<file path="src/rtl/mvm_seq_ctrl.sv">
// Sequencing controller for the single-MAC matrix-vector datapath.
// Drives memory addresses, write enables and clear_acc with valid/ready
// handshaking on load and drain; never touches data.
module mvm_seq_ctrl #(
   parameter int unsigned K    = 32,
   parameter int unsigned LOGK = $clog2(K)
) (
   input  logic                clk,
   input  logic                reset,
   input  logic                start,
   input  logic                loadMatrix,
   input  logic                loadVector,
   input  logic                in_valid,
   input  logic                out_ready,
   output logic [2*LOGK-1:0]   addr_a,
   output logic                wr_en_a,
   output logic [LOGK-1:0]     addr_x,
   output logic                wr_en_x,
   output logic [LOGK-1:0]     addr_y,
   output logic                wr_en_y,
   output logic                clear_acc,
   output logic                out_valid,
   output logic                busy,
   output logic                done
);

   localparam int unsigned AW = 2 * LOGK;
   localparam logic [LOGK-1:0] LAST = LOGK'(K - 1);

   typedef enum logic [2:0] {
      S_IDLE,
      S_LOAD_A,
      S_LOAD_X,
      S_MAC,
      S_DRAIN,
      S_WRITE_Y,
      S_OUT_RD,
      S_OUT_VALID
   } state_t;

   state_t          state, state_nxt;
   logic [LOGK-1:0] row, row_nxt;
   logic [LOGK-1:0] col, col_nxt;
   logic            drn, drn_nxt;
   logic            done_nxt;
   logic [AW-1:0]   rc_inc;

   // Linear {row,col} increment used while streaming matrix A in
   assign rc_inc = AW'({row, col} + AW'(1));

   // State, counters and registered status outputs
   always_ff @(posedge clk) begin
      if (reset) begin
         state     <= S_IDLE;
         row       <= '0;
         col       <= '0;
         drn       <= 1'b0;
         out_valid <= 1'b0;
         busy      <= 1'b0;
         done      <= 1'b0;
      end else begin
         state     <= state_nxt;
         row       <= row_nxt;
         col       <= col_nxt;
         drn       <= drn_nxt;
         out_valid <= (state_nxt == S_OUT_VALID);
         busy      <= (state_nxt != S_IDLE);
         done      <= done_nxt;
      end
   end

   // Next-state and counter update
   always_comb begin
      state_nxt = state;
      row_nxt   = row;
      col_nxt   = col;
      drn_nxt   = 1'b0;
      done_nxt  = 1'b0;
      case (state)
         S_IDLE: begin
            if (start) begin
               state_nxt = S_MAC;
               row_nxt   = '0;
               col_nxt   = '0;
            end else if (loadMatrix) begin
               state_nxt = S_LOAD_A;
               row_nxt   = '0;
               col_nxt   = '0;
            end else if (loadVector) begin
               state_nxt = S_LOAD_X;
               row_nxt   = '0;
               col_nxt   = '0;
            end
         end
         S_LOAD_A: begin
            if (in_valid) begin
               if (row == LAST && col == LAST) begin
                  state_nxt = S_IDLE;
                  row_nxt   = '0;
                  col_nxt   = '0;
               end else begin
                  {row_nxt, col_nxt} = rc_inc;
               end
            end
         end
         S_LOAD_X: begin
            if (in_valid) begin
               if (col == LAST) begin
                  state_nxt = S_IDLE;
                  col_nxt   = '0;
               end else begin
                  col_nxt = LOGK'(col + LOGK'(1));
               end
            end
         end
         S_MAC: begin
            if (col == LAST) begin
               state_nxt = S_DRAIN;
               col_nxt   = '0;
            end else begin
               col_nxt = LOGK'(col + LOGK'(1));
            end
         end
         S_DRAIN: begin
            // Two cycles cover memory read plus product-register latency
            if (drn) state_nxt = S_WRITE_Y;
            else     drn_nxt   = 1'b1;
         end
         S_WRITE_Y: begin
            if (row == LAST) begin
               state_nxt = S_OUT_RD;
               row_nxt   = '0;
            end else begin
               state_nxt = S_MAC;
               row_nxt   = LOGK'(row + LOGK'(1));
            end
         end
         S_OUT_RD: begin
            state_nxt = S_OUT_VALID;
         end
         S_OUT_VALID: begin
            if (out_ready) begin
               if (row == LAST) begin
                  state_nxt = S_IDLE;
                  row_nxt   = '0;
                  done_nxt  = 1'b1;
               end else begin
                  state_nxt = S_OUT_RD;
                  row_nxt   = LOGK'(row + LOGK'(1));
               end
            end
         end
         default: begin
            state_nxt = S_IDLE;
            row_nxt   = '0;
            col_nxt   = '0;
         end
      endcase
   end

   // Memory-control decodes of the registered state and counters
   assign wr_en_a   = (state == S_LOAD_A) && in_valid;
   assign wr_en_x   = (state == S_LOAD_X) && in_valid;
   assign wr_en_y   = (state == S_WRITE_Y);
   assign clear_acc = (state == S_MAC) && (col == '0);
   assign addr_a    = {row, col};
   assign addr_x    = col;
   assign addr_y    = row;

endmodule

</file>
<file path="config.mk">
export PLATFORM = sky130hd
export DESIGN_NAME = mvm_seq_ctrl
export DESIGN_NICKNAME = d
export VERILOG_FILES = /design/src/rtl/mvm_seq_ctrl.sv
export SDC_FILE = /design/constraint.sdc
export NUM_CORES = 1
export LEC_CHECK = 0
export BUFFER_PORTS_ARGS = -buffer_cell sky130_fd_sc_hd__buf_2
export CAP_MARGIN = 20
export CORE_MARGIN = 2
export CORE_UTILIZATION = 47
export CTS_BUF_LIST = sky130_fd_sc_hd__clkbuf_16
export CTS_CLUSTER_DIAMETER = 80
export CTS_CLUSTER_SIZE = 24
export DETAILED_ROUTE_END_ITERATION = 7
export PLACE_DENSITY = 0.85
export REMOVE_ABC_BUFFERS = 1
export SYNTH_ARGS = -nofsm -noshare
export SYNTH_HDL_FRONTEND = slang
export SYNTH_SLANG_ARGS = --single-unit
export TNS_END_PERCENT = 30
</file>
<file path="constraint.sdc">
create_clock -name clk -period 1.9 [get_ports clk]
set_input_delay 0.19 -clock clk [delete_from_list [all_inputs] [get_ports clk]]
set_output_delay 0.19 -clock clk [all_outputs]
set_load 0.01 [all_outputs]
</file>
Word-level counts from Yosys, hierarchy flattened
Index checks and enable logic that the tools add are counted.
Widths: inputs -> output; s select.
- $add $sub $neg: 3
- equal/unequal tests: 14
- muxes and demuxes: 28
- bitwise operators: 3
- reductions and logical operators: 13
- operators with widths (operator ; number):
    $mux 5 ; 11
    $pmux 5 s4 ; 2
    $mux 3 ; 12
    $pmux 3 s8 ; 1
    $eq 3x3->1 const B ; 5
    $add 10x1->10 const B ; 1
    $add 5x1->5 const B ; 2
    $eq 5x5->1 const B ; 2
    $reduce_and 4->1 ; 2
    $reduce_bool 4->1 ; 2
    $eq 3x2->1 const B ; 2
    $ne 2x2->1 const B ; 3
    $logic_not 5->1 ; 1
    $logic_and 1x1->1 ; 4
    $ne 4x4->1 const B ; 1
    $eq 3x1->1 const B ; 1
    $logic_not 3->1 ; 1
    $not 1->1 ; 3
    $reduce_bool 3->1 ; 1
    $reduce_or 3->1 ; 1
    $mux 1 ; 2
    $reduce_or 2->1 ; 1
- bits in registers: 17
- input port bits: 7
- output and inout port bits: 27
- word-level logic and storage cells: 68

Longest topological paths before layout
Gate-level depths: netlist of run 1.
- depth in word-level cells: 6
- mapped depth: 8
- depth with buffers taken out: 7

Worst setup path after synthesis of run 1
OpenSTA, ideal clock, no wires.
- path type: reg-to-reg
- start point: register col[0], in the netlist addr_x[0]
- end point: register row[2], in the netlist addr_y[2]
- setup time: 0.092 ns
- arrival time: 1.930 ns
- required time: 1.808 ns
- slack: -0.122 ns
- stages on the path, launching flop included: 9
- path buffers: 1
- clock period less this slack: 2.022 ns
- cell sequence: dfxtp_1 ha_1 and3_1 ha_1 clkbuf_1 nand2_1 nor3b_2 o21ai_1 o32ai_1
- cells in the longest elaborated chain, start to end: 5
- elaborated cells on any way between the ends: 6
- those cells by class: add/sub: 1; eq/ne: 1; mux: 3; reduce/logical: 1
- RTL lines (what ; RTL line ; text):
    start, declared ; 43 ; logic [LOGK-1:0] col, col_nxt;
    start signal, assigned ; 64 ; col <= col_nxt;
    branches (longest 2 deep; another with $add 10x1->10) ; - ;
    $mux 5 (*) ; 97 ; if (row == LAST && col == LAST) begin
    $mux 5 (*) ; 96 ; if (in_valid) begin
    $pmux 5 s4 (*) ; 79 ; case (state)
    end signal, assigned ; 63 ; row <= row_nxt;
    end, declared ; 42 ; logic [LOGK-1:0] row, row_nxt;
Mark *: on every way between the ends. The select of a mux whose other input is x is not followed.
A chain may end at the register's enable or synchronous reset.

Final worst setup path of run 1
- start point: register row[1], in the netlist addr_y[1]
- end point: register row[2], in the netlist addr_y[2]
- cells in the longest elaborated chain, start to end: 5
- elaborated cells on any way between the ends: 9
- those cells by class: add/sub: 2; eq/ne: 1; mux: 5; reduce/logical: 1
- RTL lines (what ; RTL line):
    branches (longest 4 deep; another with $add 10x1->10) ; -
    $pmux 5 s4 (*) ; 79
Marks and branches as above.

==> results of run 1 <==
path summary, 6_finish.rpt:
path | from | endpoint | slack, ps | depth (start not counted)
min reg2reg | drn$_SDFF_PP0_ | drn$_SDFF_PP0_ | 530 | 2
max | addr_y[1]$_SDFFE_PP0P_ | addr_y[2]$_SDFFE_PP0P_ | 7 | 9
min | out_ready | done$_SDFF_PP0_ | 290 | 3
max reg2reg | addr_y[1]$_SDFFE_PP0P_ | addr_y[2]$_SDFFE_PP0P_ | 7 | 9
power by group through the flow:
| stage | combinational (mW) | clock [mW] | sequential (mW) |
|---|---|---|---|
| floorplan | 0.118 | 0 | 0.408 |
| global placement | 0.220 | 0 | 0.390 |
| detailed placement | 0.224 | 0 | 0.391 |
| CTS | 0.237 | 0.420 | 0.384 |
| global route | 0.285 | 0.437 | 0.388 |
| finish | 0.263 | 0.415 | 0.385 |
kinds of logic after synthesis:
kind of cell / after synthesis / synth area share
simple gates: 59 / 0.263
flops: 17 / 0.253
buf+inv: 33 / 0.135
compound gates: 48 / 0.279
fa+ha+maj: 7 / 0.0633
xor+xnor: 1 / 0.00651
per-stage QoR:
step	instance area, sq um	util
6_report	1830	0.668
5_1_grt	1830	0.668
4_1_cts	1680	0.615
3_5_place_dp	1570	0.574
3_3_place_gp	1570	0.574
2_1_floorplan	1210	-
cell type report:
type | instances | area, sq um
inverter | 12 | 45.0
clock inverter | 1 | 3.75
tap | 31 | 38.8
sequential | 17 | 345
multi-input combinational | 115 | 976
clock buffer | 3 | 75.1
timing repair buffer | 56 | 342
fill | 193 | 908
sequential cells by signal, summed over array words and instances (netlist names):
| signal | flops |
|---|---|
| busy | 1 |
| addr_x | 5 |
| addr_y | 5 |
| done | 1 |
| out_valid | 1 |
| drn | 1 |
| state | 3 |
repair_timing:
item                                    in CTS  in global routing
gates resized for setup                     11                 25
setup buffers                                0                  1
endpoints found under the setup margin       7                 13
gates cloned                                 0                  1
pin swaps                                    5                  8
per-layer routing:
layer | global-route usage | share of wire
met5 | 0 | 0
met4 | 0.0963 | 0.014
met3 | 0.0317 | 0.051
met2 | 0.347 | 0.47
met1 | 0.311 | 0.47
cells in the final DEF, fill, tap and decap left out, types with 3 or more instances in the layout:
| cell type | instances |
|---|---|
| sky130_fd_sc_hd__nor4_1 | 3 |
| sky130_fd_sc_hd__buf_4 | 22 |
| sky130_fd_sc_hd__dfxtp_1 | 15 |
| sky130_fd_sc_hd__a31oi_1 | 3 |
| sky130_fd_sc_hd__and3_1 | 5 |
| sky130_fd_sc_hd__nand3_1 | 5 |
| sky130_fd_sc_hd__ha_4 | 4 |
| sky130_fd_sc_hd__o21ai_0 | 6 |
| sky130_fd_sc_hd__nand2_1 | 11 |
| sky130_fd_sc_hd__clkbuf_16 | 3 |
| sky130_fd_sc_hd__a21o_1 | 3 |
| sky130_fd_sc_hd__nor2_1 | 5 |
| sky130_fd_sc_hd__a21oi_1 | 10 |
| sky130_fd_sc_hd__inv_1 | 13 |
| sky130_fd_sc_hd__buf_2 | 33 |
| sky130_fd_sc_hd__nand2b_1 | 4 |
critical path: cells and delay by family, from the launching register on:
family                     cells  cell delay, ps
and+or+nand+nor                3             530
DFF                            1             330
adders and majority gates      2             330
AOI/OAI and AO/OA              2             330
buffers and inverters          2             290
==> summary by stage, run 1 <==
Synth
The biggest area contributor in the post-synthesis netlist is sky130_fd_sc_hd__dfxtp_1. In the post-synthesis netlist, the biggest area contributors are sky130_fd_sc_hd__dfxtp_1, sky130_fd_sc_hd__buf_4, sky130_fd_sc_hd__ha_1. In the synthesized netlist the async set-or-reset flop fraction comes to 0. In this run, synthesis produced a sequential element count of 17.

The main flop type after synthesis is sky130_fd_sc_hd__dfxtp_1. For this run, the number of Yosys warnings is 0. The post-synthesis instance area is 1350 sq um.

The number of enable flip-flop cells after synthesis is 0. The most repeated cell in the gate-level netlist after synthesis is sky130_fd_sc_hd__dfxtp_1. After technology mapping, the gate count stands at 165. Dividing the synthesized area by the synthesized cell count gives 8.15 sq um. Of the post-synthesis cell area, the dominant cell type holds 0.253. Yosys mapped the design onto 57 distinct sky130hd cell types. The commonest cells after synthesis are sky130_fd_sc_hd__dfxtp_1, sky130_fd_sc_hd__buf_4, sky130_fd_sc_hd__inv_1, sky130_fd_sc_hd__nand2_1, sky130_fd_sc_hd__a21oi_1. The share of the Yosys chip area taken by registers is 0.253.

Clock tree
TritonCTS built the clock tree. TritonCTS created 3 clock buffers. The worst-case clock buffer depth is 2.

The number of buffers inserted for hold repair after clock tree synthesis is 0. The clock latency at the later pin of the worst-skew pair is 250 ps. The total number of clock tree sinks is 17. Clock tree synthesis selected as its root buffer the cell sky130_fd_sc_hd__clkbuf_16. Clock-pin slew was measured on the worst setup and hold paths at 50 ps. The H-tree depth is 1.

Floorplanning
After floorplanning, the core was divided into 19 placement rows. The initial utilization of the core area, before any placement, comes to 0.492. The boundary pin count is 34.

In this run the standard cell core region covers 2730 sq um. The die covers 3310 sq um. The height of the die is 57.5 um. The horizontal die dimension is 57.5 um.

Timing
The max-slew violation total from the final report was 0. The clock arrives with 1.80 ps of skew. At the pin with the least slew margin, the transition time is 348 ps. Setup slack on the critical path of the routed design comes to 6.98 ps. Headroom to the max-slew limit came out at 0.767. Hold is met by 286 ps. The setup-violating endpoint count in the final report is 0. The count of endpoints failing hold in the final timing report is 0. In the finished design, the share of the clock period the worst path needs comes to 0.996.

In the final timing run, aggregate negative setup slack is 0 ps. The post-layout minimum cycle time is 1890 ps. The achievable clock frequency is 528 MHz.

Critical path
The cell with the most instances on the worst path is sky130_fd_sc_hd__ha_4. The largest single stage delay on the critical path is 330 ps. The worst-path cell with the longest stage delay is sky130_fd_sc_hd__dfxtp_1. The critical path in this run is classified as reg2reg. At the worst endpoint, the required time is 2060 ps. STA classifies the critical path endpoint as a register.

Data arrives at the worst endpoint at 2050 ps. The worst setup path is launched from a register. Of all nets on the critical path, the largest fanout is 5. Walking the worst path, the cells encountered are ha_4 > and3_4 > ha_4 > buf_4 > nand2_2 > nor3b_4 > buf_6 > o21ai_2 > o32ai_2.

Power and ir drop
The largest vdd supply drop is 0.415 mV. The leakage power total is 0.793 nW. The clock share of power is 0.390. Of the total power, registers draw 0.362. Dividing total power by cell area gives a power density of 582 nW/um^2. The share of total power dissipated in combinational logic is 0.248. Cell internal power was estimated by the tool at 0.765 mW. Total power for the finished layout comes to 1.06 mW.

Of the total power, the share spent switching nets is 0.280. The power dissipated by switching net loads is 0.298 mW.

Routing
The via density per instance is 6.00. The number of search-and-repair iterations in the first detailed-routing pass is 4. In the final routed layout, each cell accounts on average for 16.3 um. In this run the remaining antenna-violating nets after routing total 0. After detailed routing, the total wire length is 3830 um. The final route contains 1410 vias. The detailed router finished its first iteration with 91 violations. After detailed routing, the number of remaining DRC violations is 0.

Place
The post-placement cell count is 229. The congestion estimate from routability-driven global placement came to 0.907. Prior to clock tree synthesis, the placed netlist has a worst setup slack of -57.5 ps.

Port buffering added 33 buffers. Detailed placement finished with a half-perimeter wire length of 2460 um.

Layout
The area growth from synthesis to layout is 35.7%. The finished layout holds 235 standard cells, fillers aside. The fraction of layout cells with a size suffix above 1 is 0.441.

At the end of the flow, the number of nets in the layout was 218. The antenna diode count is 0.

Global route
The wire length of the first global-routing pass is 5870 um. The number of global-route vias before repair is 1268. The initial antenna violation count was 0.

The global routing usage summed across all routing layers is 0.225. The maximum number of pins on one net before global-route repair is 25. After global routing the overflow that remains totals 0.

Flow run
Max-cap violations in this run came to 0.

Outcome
The flow ran to the end, and the final reports show no timing, DRC or antenna violations.

Min path
The worst hold path belongs to the class in2reg.
Note: power is estimated with default switching activity, not from simulation.
==> inputs of run 2 (changes only) <==
--- a/config.mk
+++ b/config.mk
@@ -8,12 +8,12 @@
 export BUFFER_PORTS_ARGS = -buffer_cell sky130_fd_sc_hd__buf_2
 export CAP_MARGIN = 20
 export CORE_MARGIN = 2
-export CORE_UTILIZATION = 47
-export CTS_BUF_LIST = sky130_fd_sc_hd__clkbuf_16
+export CORE_UTILIZATION = 49
+export CTS_BUF_LIST = sky130_fd_sc_hd__clkbuf_8
 export CTS_CLUSTER_DIAMETER = 80
 export CTS_CLUSTER_SIZE = 24
 export DETAILED_ROUTE_END_ITERATION = 7
-export PLACE_DENSITY = 0.85
+export PLACE_DENSITY = 0.87
 export REMOVE_ABC_BUFFERS = 1
 export SYNTH_ARGS = -nofsm -noshare
 export SYNTH_HDL_FRONTEND = slang
==> summary by stage, run 2 (synthesized netlist as in run 1, its figures left out) <==
Timing
The post-route setup TNS is 0 ps (unchanged). Setup repair after global routing could not meet its margin everywhere. The post-layout minimum cycle time is 1880 ps (-9.19 ps).

The slack of the critical path is 16.2 ps (+9.19 ps). The headroom to the max-slew limit was 0.767 (about the same). The count of endpoints failing hold in the final timing report came to 0 (unchanged). The clock skew after layout is 1.49 ps (-0.314 ps). The achievable clock frequency is 531 MHz (+0.49%). The setup-violating endpoint count in the final report is 0 (unchanged).

The pin slew with the least headroom to its limit is 345 ps (-3.60 ps). The worst hold-check slack came to 270 ps (-16.8 ps). The post-route fraction of the period consumed by the critical path is 0.991 (-0.00483).

The max-slew violation total from the final report is 0 (unchanged).

Routing
The number of design-rule violations left by the first detailed-router iteration was 104 (+14%). The via density per instance came to 6.44 (+7.4%). The met1 layer wirelength in the final routing came to 1630 um (-8.4%). The number of search-and-repair iterations in the first detailed-routing pass came to 5 (+1). The routed length on met3 is 408 um (+110%). The post-route antenna net violation count is 0 (unchanged). The top layer used by detailed routing is met4. The number of DRC violations after detailed routing was 0 (unchanged). The detail-routed net length per standard cell is 18.2 um (+11%). The detailed-route via count was 1508 (+7.0%).

The met2 wirelength from detailed routing is 2020 um (+13%). The total routed wirelength is 4250 um (+11%).

Layout
The multi-input gate area in the final layout is 901 sq um (-7.7%). The fraction of layout cells with a size suffix above 1 came to 0.397 (-0.0441). The antenna diode count is 0 (unchanged). The area taken by flip-flops and latches came to 348 sq um (+0.72%).

The top cell types in the final layout, fill and taps aside, are sky130_fd_sc_hd__buf_2, sky130_fd_sc_hd__buf_4, sky130_fd_sc_hd__inv_1, sky130_fd_sc_hd__dfxtp_1, sky130_fd_sc_hd__nand2_1. The number of cells in the finished layout apart from fillers is 234 (-0.43%). The number of nets at the end of the flow came to 218 (unchanged). The filler cell count in the final layout is 192 (-0.52%).

The final instance area came to 1720 sq um (-6.0%). The area growth from synthesis to layout is 27.5%. The post-route core utilization was 0.674 (+0.00631). The most common cell after layout, fill and taps aside is sky130_fd_sc_hd__buf_2.

Global route
The global routing usage summed across all routing layers came to 0.263 (+0.0386). The wire length of the first global-routing pass came to 6670 um (+14%). The number of global-route vias before repair is 1357 (+7.0%). The total congestion overflow after global routing was 0 (unchanged).

The maximum number of pins on one net before global-route repair is 20 (-20%). The initial antenna violation count is 0 (unchanged).

Floorplanning
The height of the die is 56.4 um (-1.9%). The number of rows in the core area came to 18 (-1). The core box area is 2540 sq um (-6.9%). The boundary pin count was 34 (unchanged). The die outline area is 3180 sq um (-3.8%). The initial core utilization was 0.529 (+0.0365).

The horizontal die dimension is 56.4 um (-1.9%).

Clock tree
The worst-case clock buffer depth is 2 (unchanged). The clock transition time at the flip-flop clock pins of the worst setup and hold paths is 70 ps (+20 ps). The total number of clock tree sinks came to 17 (unchanged). Clock tree synthesis selected as its root buffer the cell sky130_fd_sc_hd__clkbuf_8. The H-tree depth is 1 (unchanged). The number of buffers inserted for hold repair after clock tree synthesis was 0 (unchanged). The clock latency at the later pin of the worst-skew pair came to 250 ps (about the same).

TritonCTS built the clock tree. The number of buffers inserted during clock tree synthesis is 3 (unchanged).

Critical path
The maximum fanout encountered on the critical timing path was 4 (-1). The worst-case register-to-register setup slack is 20 ps (about the same). STA classifies the critical path startpoint as a register. The kind of end point of the critical path is a register.

The required time reported for the critical path endpoint came to 2100 ps (+40 ps). The data arrival at the endpoint of the critical path is 2080 ps (+30 ps). The worst setup path is of the reg2reg kind.

Place
The total of buffers placed on input and output ports is 33 (unchanged). The final weighted congestion in routability-driven placement is 0.858 (-5.3%). The worst setup slack after placement is -138 ps (-80.5 ps). The final HPWL from detailed placement is 2790 um (+13%). The post-placement cell count came to 228 (-0.44%). The placed cell area was 1570 sq um (about the same).

Power and ir drop
The power per unit of standard cell area came to 531 nW/um^2 (-8.8%). The power share of the sequential group is 0.422 (+0.060). The power dissipated by switching net loads is 0.293 mW (-1.6%). The overall power after layout is 0.911 mW (-14%). The net switching fraction of the power is 0.322 (+0.0415). The combinational share of power is 0.275 (+0.027). The largest vdd supply drop is 0.445 mV (+7.3%). The internal portion of total power was 0.618 mW (-19%). The leakage power total came to 0.766 nW (-3.4%). The clock share of power is 0.303 (-0.087).

Flow run
The count of maximum capacitance violations came to 0 (unchanged).

Min path
The worst hold path class is in2reg.

Outcome
The run finished with clean final reports.
run 2: cell counts in the layout (fill, tap and decap cells not counted):
Identical to the previous run, type by type.
run 2: power groups by stage:
stage	Clock [mW]	Sequential, mW	Combinational (mW)
global route	0.291	0.386	0.269
finish	0.276	0.385	0.250
floorplan	0	0.408	0.118
detailed placement	0	0.392	0.226
CTS	0.273	0.384	0.235
global placement	0	0.390	0.214
run 2: critical path, stage by stage (launching register included):
cell and delay, ps:
sky130_fd_sc_hd__dfxtp_2 340, sky130_fd_sc_hd__ha_4 160, sky130_fd_sc_hd__and3_4 180, sky130_fd_sc_hd__ha_2 180, sky130_fd_sc_hd__or2_4 280, sky130_fd_sc_hd__a31o_1 250, sky130_fd_sc_hd__a311oi_2 300, sky130_fd_sc_hd__a211o_1 150
run 2: path summary, 6_finish.rpt:
| kind | endpoint | depth (start not counted) | startpoint |
|---|---|---|---|
| max | busy$_SDFF_PP0_ | 7 | addr_y[0]$_SDFFE_PP0P_ |
| min | state[0]$_SDFF_PP0_ | 2 | reset |
| max reg2reg | busy$_SDFF_PP0_ | 7 | addr_y[0]$_SDFFE_PP0P_ |
| min reg2reg | drn$_SDFF_PP0_ | 2 | drn$_SDFF_PP0_ |
run 2: routing by layer:
| metal | track usage | up-vias |
|---|---|---|
| met3 | 0.0207 | 26 |
| met4 | 0.0816 | 0 |
| met1 | 0.336 | 692 |
| li1 | - | 679 |
| met5 | 0 | - |
| met2 | 0.467 | 111 |
run 2: area by class of cell:
| cell class | instances | area share |
|---|---|---|
| clock inverter | 1 | 0.00219 |
| tap | 30 | 0.0219 |
| multi-input combinational | 115 | 0.525 |
| timing repair buffer | 56 | 0.198 |
| sequential | 17 | 0.203 |
| inverter | 12 | 0.0263 |
| clock buffer | 3 | 0.0241 |
run 2: timing repair:
action                                  in CTS  in global routing
resized for setup                           12                 10
setup buffers                                0                  1
hold endpoints to repair                     0                  0
gates cloned                                 0                  1
endpoints found under the setup margin       8                 10
pin swaps                                    3                  3
==> inputs of run 3 (changes only) <==
--- a/config.mk
+++ b/config.mk
@@ -14,6 +14,7 @@
 export CTS_CLUSTER_SIZE = 24
 export DETAILED_ROUTE_END_ITERATION = 7
 export PLACE_DENSITY = 0.87
+export RECOVER_POWER = 25
 export REMOVE_ABC_BUFFERS = 1
 export SYNTH_ARGS = -nofsm -noshare
 export SYNTH_HDL_FRONTEND = slang
==> summary by stage, run 3 (synthesized netlist as in run 1, its figures left out) <==
Global route
The total congestion overflow after global routing is 0 (unchanged). The global routing usage summed across all routing layers is 0.263 (unchanged). The number of global-route vias before repair is 1357 (unchanged). The maximum number of pins on one net before global-route repair was 20 (unchanged). The wire length of the first global-routing pass came to 6670 um (unchanged). The initial antenna violation count was 0 (unchanged).

Critical path
The cell depth of the worst flop-to-flop path is 7 (unchanged). The maximum fanout encountered on the critical timing path is 4 (unchanged). The startpoint of the worst-slack reg-to-reg timing path is addr_y[0]$_SDFFE_PP0P_. The required time reported for the critical path endpoint is 2100 ps (about the same).

The worst-case register-to-register setup slack is 10 ps (about the same). In this run the worst setup path terminates at busy$_SDFF_PP0_. The data arrival at the endpoint of the critical path was 2080 ps (about the same). The capture instance of the worst register-to-register path is busy$_SDFF_PP0_. The critical path class is reg2reg. The startpoint type of the worst setup path is a register.

The critical path starts at addr_y[0]$_SDFFE_PP0P_. STA classifies the critical path endpoint as a register.

Routing
The detail-routed net length per standard cell is 18.1 um (about the same). The via density per instance came to 6.42 (-0.33%). The number of search-and-repair iterations in the first detailed-routing pass came to 5 (unchanged). The number of design-rule violations left by the first detailed-router iteration is 104 (unchanged). The total routed wirelength came to 4250 um (about the same). The detailed-route via count is 1503 (-0.33%).

The number of DRC violations after detailed routing is 0 (unchanged). The post-route antenna net violation count is 0 (unchanged).

Timing
The headroom to the max-slew limit is 0.775 (+0.00819). Setup repair after global routing could not meet its margin everywhere. The achievable clock frequency is 530 MHz (-0.13%). The post-layout minimum cycle time is 1890 ps (+2.37 ps). The max-slew violation total from the final report was 0 (unchanged). The setup-violating endpoint count in the final report came to 0 (unchanged). The clock skew after layout was 1.83 ps (+0.349 ps). The pin slew with the least headroom to its limit is 336 ps (-8.71 ps). The post-route fraction of the period consumed by the critical path is 0.993 (+0.00125). The count of endpoints failing hold in the final timing report came to 0 (unchanged).

Power and ir drop
The largest vdd supply drop is 0.445 mV (about the same). The leakage power total was 0.754 nW (-1.5%). The power per unit of standard cell area is 532 nW/um^2 (+0.11%).

Clock tree
Clock tree synthesis selected as its root buffer the cell sky130_fd_sc_hd__clkbuf_8. The worst-case clock buffer depth was 2 (unchanged). The total number of clock tree sinks came to 17 (unchanged). The number of buffers inserted during clock tree synthesis is 3 (unchanged). The clock transition time at the flip-flop clock pins of the worst setup and hold paths is 70 ps (about the same). The clock tree from TritonCTS is yes. The H-tree depth is 1 (unchanged). The clock latency at the later pin of the worst-skew pair came to 250 ps (about the same).

Layout
Compared with the post-synthesis result, the final layout area differs by 27.3%. The number of nets at the end of the flow came to 218 (unchanged). The final instance area is 1710 sq um (-0.22%). The antenna diode count came to 0 (unchanged).

The number of cells in the finished layout apart from fillers was 234 (unchanged). Leaving out fill and tap cells, the most frequent cells in the layout are sky130_fd_sc_hd__buf_2, sky130_fd_sc_hd__buf_4, sky130_fd_sc_hd__inv_1, sky130_fd_sc_hd__dfxtp_1, sky130_fd_sc_hd__nand2_1. The fraction of layout cells with a size suffix above 1 came to 0.382 (-0.0147). The filler cell count in the final layout is 192 (unchanged). The most common cell after layout, fill and taps aside is sky130_fd_sc_hd__buf_2.

Floorplanning
The die outline area is 3180 sq um (unchanged). The boundary pin count is 34 (unchanged). The number of rows in the core area is 18 (unchanged). The horizontal die dimension was 56.4 um (unchanged). The height of the die is 56.4 um (unchanged).

The initial core utilization is 0.529 (unchanged). The core box area was 2540 sq um (unchanged).

Place
The final weighted congestion in routability-driven placement is 0.858 (unchanged). The final HPWL from detailed placement is 2790 um (unchanged). The total of buffers placed on input and output ports was 33 (unchanged). The post-placement cell count is 228 (unchanged). The placed cell area is 1570 sq um (unchanged).

Min path
The worst hold path class is in2reg. The number of cells on the worst hold path is 2 (unchanged).

Flow run
The count of maximum capacitance violations is 0 (unchanged).

Outcome
The flow ran to the end, and the final reports show no timing, DRC or antenna violations.
## run 3: metal layers
layer	vias to the layer above	routed length [um]	GRT usage
li1	678	-	-
met1	688	1620	0.336
met2	113	2020	0.467
met3	24	425	0.0207
met4	0	181	0.0816
met5	-	0	0
## run 3: metrics by stage
stage	hold slack, ps	worst slack (ps)	setup TNS, ps	power (mW)	utilization
floorplan	259	-137	-542	0.527	-
global placement	494	-29.7	-52.8	0.604	0.617
detailed placement	494	-138	-297	0.617	0.617
CTS	262	4.06	0	0.892	0.649
global route	284	-39.1	-146	0.945	0.673
finish	273	13.8	0	0.910	0.673
## run 3: worst min-delay path by stage
stage,startpoint,end,slack (ps)
after global routing,reset,addr_x[4]$_SDFFE_PP0P_,280
final,reset,addr_x[4]$_SDFFE_PP0P_,270
after CTS,reset,addr_x[4]$_SDFFE_PP0P_,260
after global placement,addr_y[3]$_SDFFE_PP0P_,addr_y[3]$_SDFFE_PP0P_,490
after floorplan,reset,addr_x[4]$_SDFFE_PP0P_,260
after detailed placement,drn$_SDFF_PP0_,drn$_SDFF_PP0_,490
## run 3: critical path, stage by stage, from the launching register on
cell and delay, ps:
sky130_fd_sc_hd__dfxtp_2 340, sky130_fd_sc_hd__ha_4 160, sky130_fd_sc_hd__and3_4 180, sky130_fd_sc_hd__ha_2 180
sky130_fd_sc_hd__or2_4 280, sky130_fd_sc_hd__a31o_1 250, sky130_fd_sc_hd__a311oi_2 300, sky130_fd_sc_hd__a211o_1 150
## run 3: what timing repair did
action,CTS,global route
pin swaps,3,3
gates cloned,0,1
hold buffers,0,0
resized for setup,12,10
endpoints found under the setup margin,8,10
buffers inserted,0,1
## run 3: area by class of cell
class / count / area [sq um] / share of cell area
inverters: 12 / 45.0 / 0.0263
flip-flops and latches: 17 / 348 / 0.203
repair buffers: 56 / 335 / 0.196
multi-input cells: 115 / 901 / 0.526
well taps: 30 / 37.5 / 0.0219
clock buffers: 3 / 41.3 / 0.0241
clock inverters: 1 / 3.75 / 0.00219
## run 3: power by group
group          switching [mW]  internal (mW)
clock                   0.132          0.144
combinational           0.146          0.104
sequential             0.0148          0.370
